`src/rtl/cbus_arbiter_pkg.sv`:
```
// Shared cache-bus types and constants for the cbus arbiter.
//   cbus_req_t   : 151-bit request from a cache-side master (or to the AXI bridge)
//   cbus_resp_t  : 66-bit response beat from the AXI bridge (or to a master)
//   cbus_arb_state_t : arbiter FSM state encoding
//   CBUS_MASTERS / CBUS_M_* : default master count and master slot indices
package cbus_arbiter_pkg;

   parameter int CBUS_MASTERS  = 3;
   parameter int CBUS_M_ICACHE = 0;
   parameter int CBUS_M_DCACHE = 1;
   parameter int CBUS_M_PTW    = 2;

   // len holds beats-1, so a single-beat burst is len == MLEN1.
   localparam logic [7:0] MLEN1 = 8'd0;

   localparam logic [1:0] BURST_FIXED = 2'b00;
   localparam logic [1:0] BURST_INCR  = 2'b01;
   localparam logic [1:0] BURST_WRAP  = 2'b10;

   typedef enum logic {ARB_IDLE, ARB_BUSY} cbus_arb_state_t;

   typedef struct packed {
      logic        valid;
      logic        is_write;
      logic [63:0] addr;
      logic [7:0]  len;
      logic [2:0]  size;
      logic [1:0]  burst;
      logic [7:0]  strobe;
      logic [63:0] data;
   } cbus_req_t;

   typedef struct packed {
      logic        ready;
      logic        last;
      logic [63:0] data;
   } cbus_resp_t;

endpackage

```
`src/rtl/cbus_arbiter_if.sv`:
```
// Bus bundle between the cache/MMU masters, the arbiter and the AXI bridge.
//   ireq[]    : per-master requests          (masters -> arbiter)
//   iresp[]   : per-master responses         (arbiter -> masters)
//   oreq      : request to the AXI bridge    (arbiter -> bridge)
//   oresp     : response from the AXI bridge (bridge  -> arbiter)
//   busy      : a burst is currently granted
//   grant_idx : index of the current or most recent grant
// Modport slave is the arbiter's view; modport master is the surrounding
// environment (masters plus bridge) that drives the arbiter.
interface cbus_arbiter_if
   import cbus_arbiter_pkg::*;
#(
   parameter int NUM_MASTERS = CBUS_MASTERS
);

   localparam int IDX_W = (NUM_MASTERS > 1) ? $clog2(NUM_MASTERS) : 1;

   cbus_req_t              ireq  [NUM_MASTERS];
   cbus_resp_t             iresp [NUM_MASTERS];
   cbus_req_t              oreq;
   cbus_resp_t             oresp;
   logic                   busy;
   logic [IDX_W-1:0]       grant_idx;

   modport slave (
      input  ireq,
      input  oresp,
      output iresp,
      output oreq,
      output busy,
      output grant_idx
   );

   modport master (
      output ireq,
      output oresp,
      input  iresp,
      input  oreq,
      input  busy,
      input  grant_idx
   );

endinterface

```
`src/rtl/cbus_arbiter_rr_picker.sv`:
```
// Combinational round-robin selector.
//   req        : request vector, one bit per requester
//   last_grant : index granted most recently
//   found      : at least one request is pending
//   winner     : first requester at or after last_grant+1, wrapping at N
module cbus_arbiter_rr_picker #(
   parameter int N     = 3,
   parameter int IDX_W = 2
) (
   input  logic [N-1:0]     req,
   input  logic [IDX_W-1:0] last_grant,
   output logic             found,
   output logic [IDX_W-1:0] winner
);

   always_comb begin
      int cand;
      found  = 1'b0;
      winner = '0;
      cand   = 0;
      // Walk priority order starting just after last_grant; first hit wins.
      for (int k = 1; k <= N; k++) begin
         cand = int'(last_grant) + k;
         if (cand >= N) cand = cand - N;
         if (cand >= N) cand = cand - N;
         for (int i = 0; i < N; i++) begin
            if (!found && req[i] && (cand == i)) begin
               found  = 1'b1;
               winner = IDX_W'(i);
            end
         end
      end
   end

endmodule

```
`src/rtl/cbus_arbiter.sv`:
```
// Round-robin arbiter sharing the cache bus between I-cache, D-cache and
// the MMU page-table walker. A grant is held for a whole burst (until the
// response beat carrying last) or until the granted master drops valid.
//   clk   : system clock
//   reset : synchronous, active-high
//   bus   : cbus_arbiter_if.slave (ireq/iresp per master, oreq/oresp to
//           the AXI bridge, busy, grant_idx)
//
// state    | meaning
// ---------+-----------------------------------------------------------
// ARB_IDLE | no grant; oreq and all iresp are zero; arbitrate requests
// ARB_BUSY | grant_idx owns the bus; req/resp routed combinationally
module cbus_arbiter
   import cbus_arbiter_pkg::*;
#(
   parameter int NUM_MASTERS = CBUS_MASTERS
) (
   input  logic          clk,
   input  logic          reset,
   cbus_arbiter_if.slave bus
);

   localparam int IDX_W = (NUM_MASTERS > 1) ? $clog2(NUM_MASTERS) : 1;
   localparam logic [IDX_W-1:0] LAST_GRANT_RST = IDX_W'(NUM_MASTERS - 1);

   cbus_arb_state_t   state_q, state_d;
   logic [IDX_W-1:0]  grant_idx_q, grant_idx_d;
   logic [IDX_W-1:0]  last_grant_q, last_grant_d;

   logic [NUM_MASTERS-1:0] req_vec;
   logic                   pick_found;
   logic [IDX_W-1:0]       pick_idx;
   cbus_req_t              granted_req;

   always_comb begin
      req_vec = '0;
      for (int i = 0; i < NUM_MASTERS; i++) begin
         req_vec[i] = bus.ireq[i].valid;
      end
   end

   cbus_arbiter_rr_picker #(
      .N     (NUM_MASTERS),
      .IDX_W (IDX_W)
   ) u_picker (
      .req        (req_vec),
      .last_grant (last_grant_q),
      .found      (pick_found),
      .winner     (pick_idx)
   );

   always_comb begin
      granted_req = '0;
      for (int i = 0; i < NUM_MASTERS; i++) begin
         if (grant_idx_q == IDX_W'(i)) granted_req = bus.ireq[i];
      end
   end

   always_comb begin
      state_d      = state_q;
      grant_idx_d  = grant_idx_q;
      last_grant_d = last_grant_q;
      case (state_q)
         ARB_IDLE: begin
            if (pick_found) begin
               state_d      = ARB_BUSY;
               grant_idx_d  = pick_idx;
               last_grant_d = pick_idx;
            end
         end
         ARB_BUSY: begin
            // A master dropping valid mid-burst is an abort and frees the bus.
            if (!granted_req.valid || (bus.oresp.ready && bus.oresp.last)) begin
               state_d = ARB_IDLE;
            end
         end
         default: state_d = ARB_IDLE;
      endcase
   end

   always_ff @(posedge clk) begin
      if (reset) begin
         state_q      <= ARB_IDLE;
         grant_idx_q  <= '0;
         last_grant_q <= LAST_GRANT_RST;
      end else begin
         state_q      <= state_d;
         grant_idx_q  <= grant_idx_d;
         last_grant_q <= last_grant_d;
      end
   end

   // Response data is broadcast while busy; only the owner sees ready/last.
   always_comb begin
      bus.oreq = '0;
      for (int i = 0; i < NUM_MASTERS; i++) begin
         bus.iresp[i] = '0;
      end
      if (state_q == ARB_BUSY) begin
         bus.oreq = granted_req;
         for (int i = 0; i < NUM_MASTERS; i++) begin
            bus.iresp[i].data = bus.oresp.data;
            if (grant_idx_q == IDX_W'(i)) begin
               bus.iresp[i].ready = bus.oresp.ready;
               bus.iresp[i].last  = bus.oresp.last;
            end
         end
      end
   end

   assign bus.busy      = (state_q == ARB_BUSY);
   assign bus.grant_idx = grant_idx_q;

endmodule

```
`src/flat_wrapper.sv`:
```
// flat-port wrapper written by rule: the top's interface ports become plain ports
module cbus_arbiter_flat import cbus_arbiter_pkg::*;
#(
   parameter int NUM_MASTERS = CBUS_MASTERS
)
  (clk, reset, bus_ireq, bus_oresp, bus_iresp, bus_oreq, bus_busy, bus_grant_idx);
  cbus_arbiter_if #(.NUM_MASTERS(NUM_MASTERS)) bus_i ();
  input  logic clk;
  input  logic reset;
  input wire logic [$bits(bus_i.ireq)-1:0] bus_ireq;
  input wire logic [$bits(bus_i.oresp)-1:0] bus_oresp;
  output wire logic [$bits(bus_i.iresp)-1:0] bus_iresp;
  output wire logic [$bits(bus_i.oreq)-1:0] bus_oreq;
  output wire logic [$bits(bus_i.busy)-1:0] bus_busy;
  output wire logic [$bits(bus_i.grant_idx)-1:0] bus_grant_idx;
  assign bus_i.ireq = {>>{bus_ireq}};
  assign bus_i.oresp = bus_oresp;
  assign bus_iresp = {>>{bus_i.iresp}};
  assign bus_oreq = bus_i.oreq;
  assign bus_busy = bus_i.busy;
  assign bus_grant_idx = bus_i.grant_idx;
  cbus_arbiter #(.NUM_MASTERS(NUM_MASTERS)) u_core (.clk(clk), .reset(reset), .bus(bus_i));
endmodule
```
`config.mk`:
```
export PLATFORM = sky130hd
export DESIGN_NAME = cbus_arbiter_flat
export DESIGN_NICKNAME = d
export VERILOG_FILES = /design/src/rtl/cbus_arbiter_pkg.sv /design/src/rtl/cbus_arbiter_if.sv /design/src/rtl/cbus_arbiter_rr_picker.sv /design/src/rtl/cbus_arbiter.sv /design/src/flat_wrapper.sv
export SDC_FILE = /design/constraint.sdc
export NUM_CORES = 1
export LEC_CHECK = 0
export CORE_AREA = 4 4 334 336
export DETAILED_ROUTE_END_ITERATION = 16
export DIE_AREA = 0 0 338 340
export PLACE_DENSITY_LB_ADDON = 0.08
export SYNTH_ARGS = -nofsm -noshare
export SYNTH_HDL_FRONTEND = slang
export SYNTH_HIERARCHICAL = 1
export SYNTH_SLANG_ARGS = --single-unit
```
`constraint.sdc`:
```
create_clock -name clk -period 2.5 [get_ports clk]
set_clock_uncertainty 0.2 [all_clocks]
set_input_delay 0.5 -clock clk [delete_from_list [all_inputs] [get_ports clk]]
set_output_delay 0.5 -clock clk [all_outputs]
set_load 0.005 [all_outputs]
```
==> flow_metrics.env <==
export IMPL_ys_ff_latch=4
export IMPL_cts_tree="built"
export IMPL_fp_dieW_um=338
export IMPL_fin_total_pwr_uw=10340
export IMPL_synth_seq_area_share=0.01280
export IMPL_tightest_slew_ps=525.7
export IMPL_ioPinCount=873
export IMPL_muxShareOfSynthArea=0.2416
export IMPL_grt_pass1_wl_um=90470
export IMPL_yosysTopAreaCell="mux2i_1"
export IMPL_core_area_mm2=0.1086
export IMPL_violations="negative setup slack"
export IMPL_dieArea_mm2=0.1149
export IMPL_combPwrFrac=0.961
export IMPL_routabilityCongestion=0.7706
export IMPL_fp_dieH_um=340
export IMPL_max_slew_margin=0.6495
export IMPL_synth_area_per_cell_um2=6.821
export IMPL_totalWireLength_um=70150
export IMPL_wl_per_cell_um=22.04
export IMPL_setup_ws_ps=-101.2
export IMPL_worstPathMaxFanout=7
export IMPL_drt_pass1_iter_count=5
export IMPL_drtIter0Drc=261
export IMPL_p_seq_frac=0.013
export IMPL_nNetsFinal=2287
export IMPL_swShare=0.4227
export IMPL_ys_dominant_reg_cell="dfxtp_1"
export IMPL_num_vias=9479
export IMPL_cp_start_kind="flip-flop"
export IMPL_clk_pin_slew_ps=30
export IMPL_dp_cells=3076
export IMPL_syn_nets=1440
export IMPL_yosys_top_cells_count="161 x nand2_1, 151 x a21boi_1, 151 x mux2i_1, 132 x buf_4, 90 x or2_1"
export IMPL_synth_area_top_cells="mux2i_1 24%, a21boi_1 18%, buf_4 16%"
export IMPL_setup_tns_ps=-1548
export IMPL_htreeDepth=1
export IMPL_p_leak_uw=0.006589
export IMPL_worstPathArrival_ps=1900
export IMPL_initial_core_util=0.05762
export IMPL_slew_violations=0
export IMPL_postLayoutCellArea_mm2=0.01755
export IMPL_route_detailed_drc=0
export IMPL_synth_top_family_by_area="simple AND/OR/NAND/NOR gates"
export IMPL_cpMaxStageDelayCell="dfxtp_4"
export IMPL_hp_class="reg -> reg"
export IMPL_status="finished, violations left"
export IMPL_post_drt_via_cell_ratio=2.978
export IMPL_ir_worst_vdd_v=0.0002486
export IMPL_yosys_warnings=6
export IMPL_final_cells=3183
export IMPL_syn_inst=917
export IMPL_path_buf_inv=6
export IMPL_syn_to_final_growth_pct=180.7
export IMPL_yosys_area_share_simple=0.3295
export IMPL_clock_path_buffers=2
export IMPL_grt_pass1_vias=10351
export IMPL_grt_start_max_net_pins=52
export IMPL_cts_hold_buf=0
export IMPL_io_buffers=872
export IMPL_required_ps=1800
export IMPL_critical_path_class="reg -> out"
export IMPL_clockPowerShare=0.025
export IMPL_drv_cap=0
export IMPL_placed_area_mm2=0.01628
export IMPL_critPathCaptureType="output port"
export IMPL_cp_top_family="buffers and inverters"
export IMPL_insertion_delay_ps=230
export IMPL_intPower_uw=5967
export IMPL_netSwitchingPower_uw=4370
export IMPL_root_buffer="clkbuf_16"
export IMPL_synth_xor_area_frac=0
export IMPL_yosys_area_share_adder=0.004001
export IMPL_rows=121
export IMPL_reg2reg_setup_slack_ps=200
export IMPL_synth_cell_types=25
export IMPL_drive_gt1_frac=0.2263
export IMPL_setup_viol_count_final=36
export IMPL_grt_total_usage=0.1130
export IMPL_async_reset_ff_frac=0
export IMPL_synth_top_area_frac=0.2416
export IMPL_cts_buffers=3
export IMPL_hold_worst_slack_ps=317.6
export IMPL_antenna_found_initial=20
export IMPL_max_freq_mhz=384.4
export IMPL_crit_chain="buf_12 -> buf_16 -> buf_12 -> buf_16 -> buf_8 -> mux2i_1 -> or2_1 -> a21boi_1 -> buf_2"
export IMPL_power_density_mw_per_mm2=588.8
export IMPL_rsz0062_at_grt="true"
export IMPL_yosysMostFrequentCell="nand2_1"
export IMPL_finalHoldViolations=0
export IMPL_synth_edff_count=0
export IMPL_synth_compound_area_frac=0.1888
export IMPL_dp_hpwl_um=56760
export IMPL_cts_sinks=4
export IMPL_global_route_overflow_total=0
export IMPL_period_share=1.040
export IMPL_period_needed_ps=2601
export IMPL_ant_nets=0
export IMPL_netlist_area_mm2=0.006255
export IMPL_cp_slowest_stage_delay_ps=370
placed cells by master, fill, tap and decap left out, types with 7 or more instances in the layout:
cell             instances
a21boi_1               124
a21boi_2                25
and2_1                  41
and2_2                  13
and2_4                  12
buf_12                  40
buf_16                  12
buf_2                   91
buf_4                   77
buf_6                   56
buf_8                   10
clkbuf_2                26
clkdlybuf4s50_1        688
dlygate4sd2_1           20
dlymetal6s2s_1          13
mux2i_1                142
nand2_1                153
nand2_2                  7
or2_0                   55
or2_1                   95
metal layers:
layer  wire (µm)  track usage  vias up
li1            -            -     4593
met1       25210       0.1172     4400
met2       38540       0.2293      440
met3        5923      0.03439       32
met4         389     0.005356       14
met5          93            0        -
registers in the layout (all words and copies together), names as in the netlist:
signal	count
u_core/bus.busy	1
u_core/bus.grant_idx	2
u_core/last_grant_q	1
repair_timing:
action,4_1_cts,5_1_grt
gates resized for setup,613,157
cloned,9,3
hold endpoints to repair,0,0
setup endpoints to repair,297,198
pin swaps,40,53
buffers inserted,71,23
final timing paths:
kind,depth (start not counted),to,start
worst min register to register,2,u_core/last_grant_q[1],u_core/last_grant_q[1]
worst max register to register,8,u_core/bus.grant_idx[1],u_core/bus.grant_idx[0]
worst max-delay path,9,bus_oreq[74],u_core/bus.grant_idx[1]
worst min-delay path,2,u_core/last_grant_q[1],u_core/last_grant_q[1]
cells by family after synthesis:
group	Yosys count
flops	4
mux	151
compound gates	157
buf+inv	207
fa+ha+maj	2
simple gates	396
through the flow:
step	worst slack (ps)	util
floorplan	592.1	-
global placement	-791.1	0.1500
detailed placement	-740.0	0.1500
CTS	-178.8	0.1596
global route	-184.3	0.1616
finish	-101.2	0.1617
tightest hold or removal path, cell delays in order (launching register included):
cell	delay [ps]
dfxtp_1	350
a21oi_1	80
nand2_1	60
cell type report:
class / instances / area (µm²)
fillers: 12367 / 91000
diodes: 6 / 15.01
flip-flops and latches: 4 / 91.34
well taps: 1414 / 1769
inverters: 3 / 11.26
multi-input cells: 706 / 5045
repair buffers: 1046 / 10540
clock buffers: 4 / 78.83
power by group through the flow:
| stage | Combinational (µW) | Sequential [µW] | Clock (µW) |
|---|---|---|---|
| floorplan | 3650 | 111 | 0 |
| global placement | 9170 | 157 | 0 |
| detailed placement | 9020 | 156 | 0 |
| CTS | 10100 | 142 | 268 |
| global route | 10800 | 144 | 276 |
| finish | 9940 | 137 | 263 |
No activity file was read; power rests on OpenSTA's default activity.
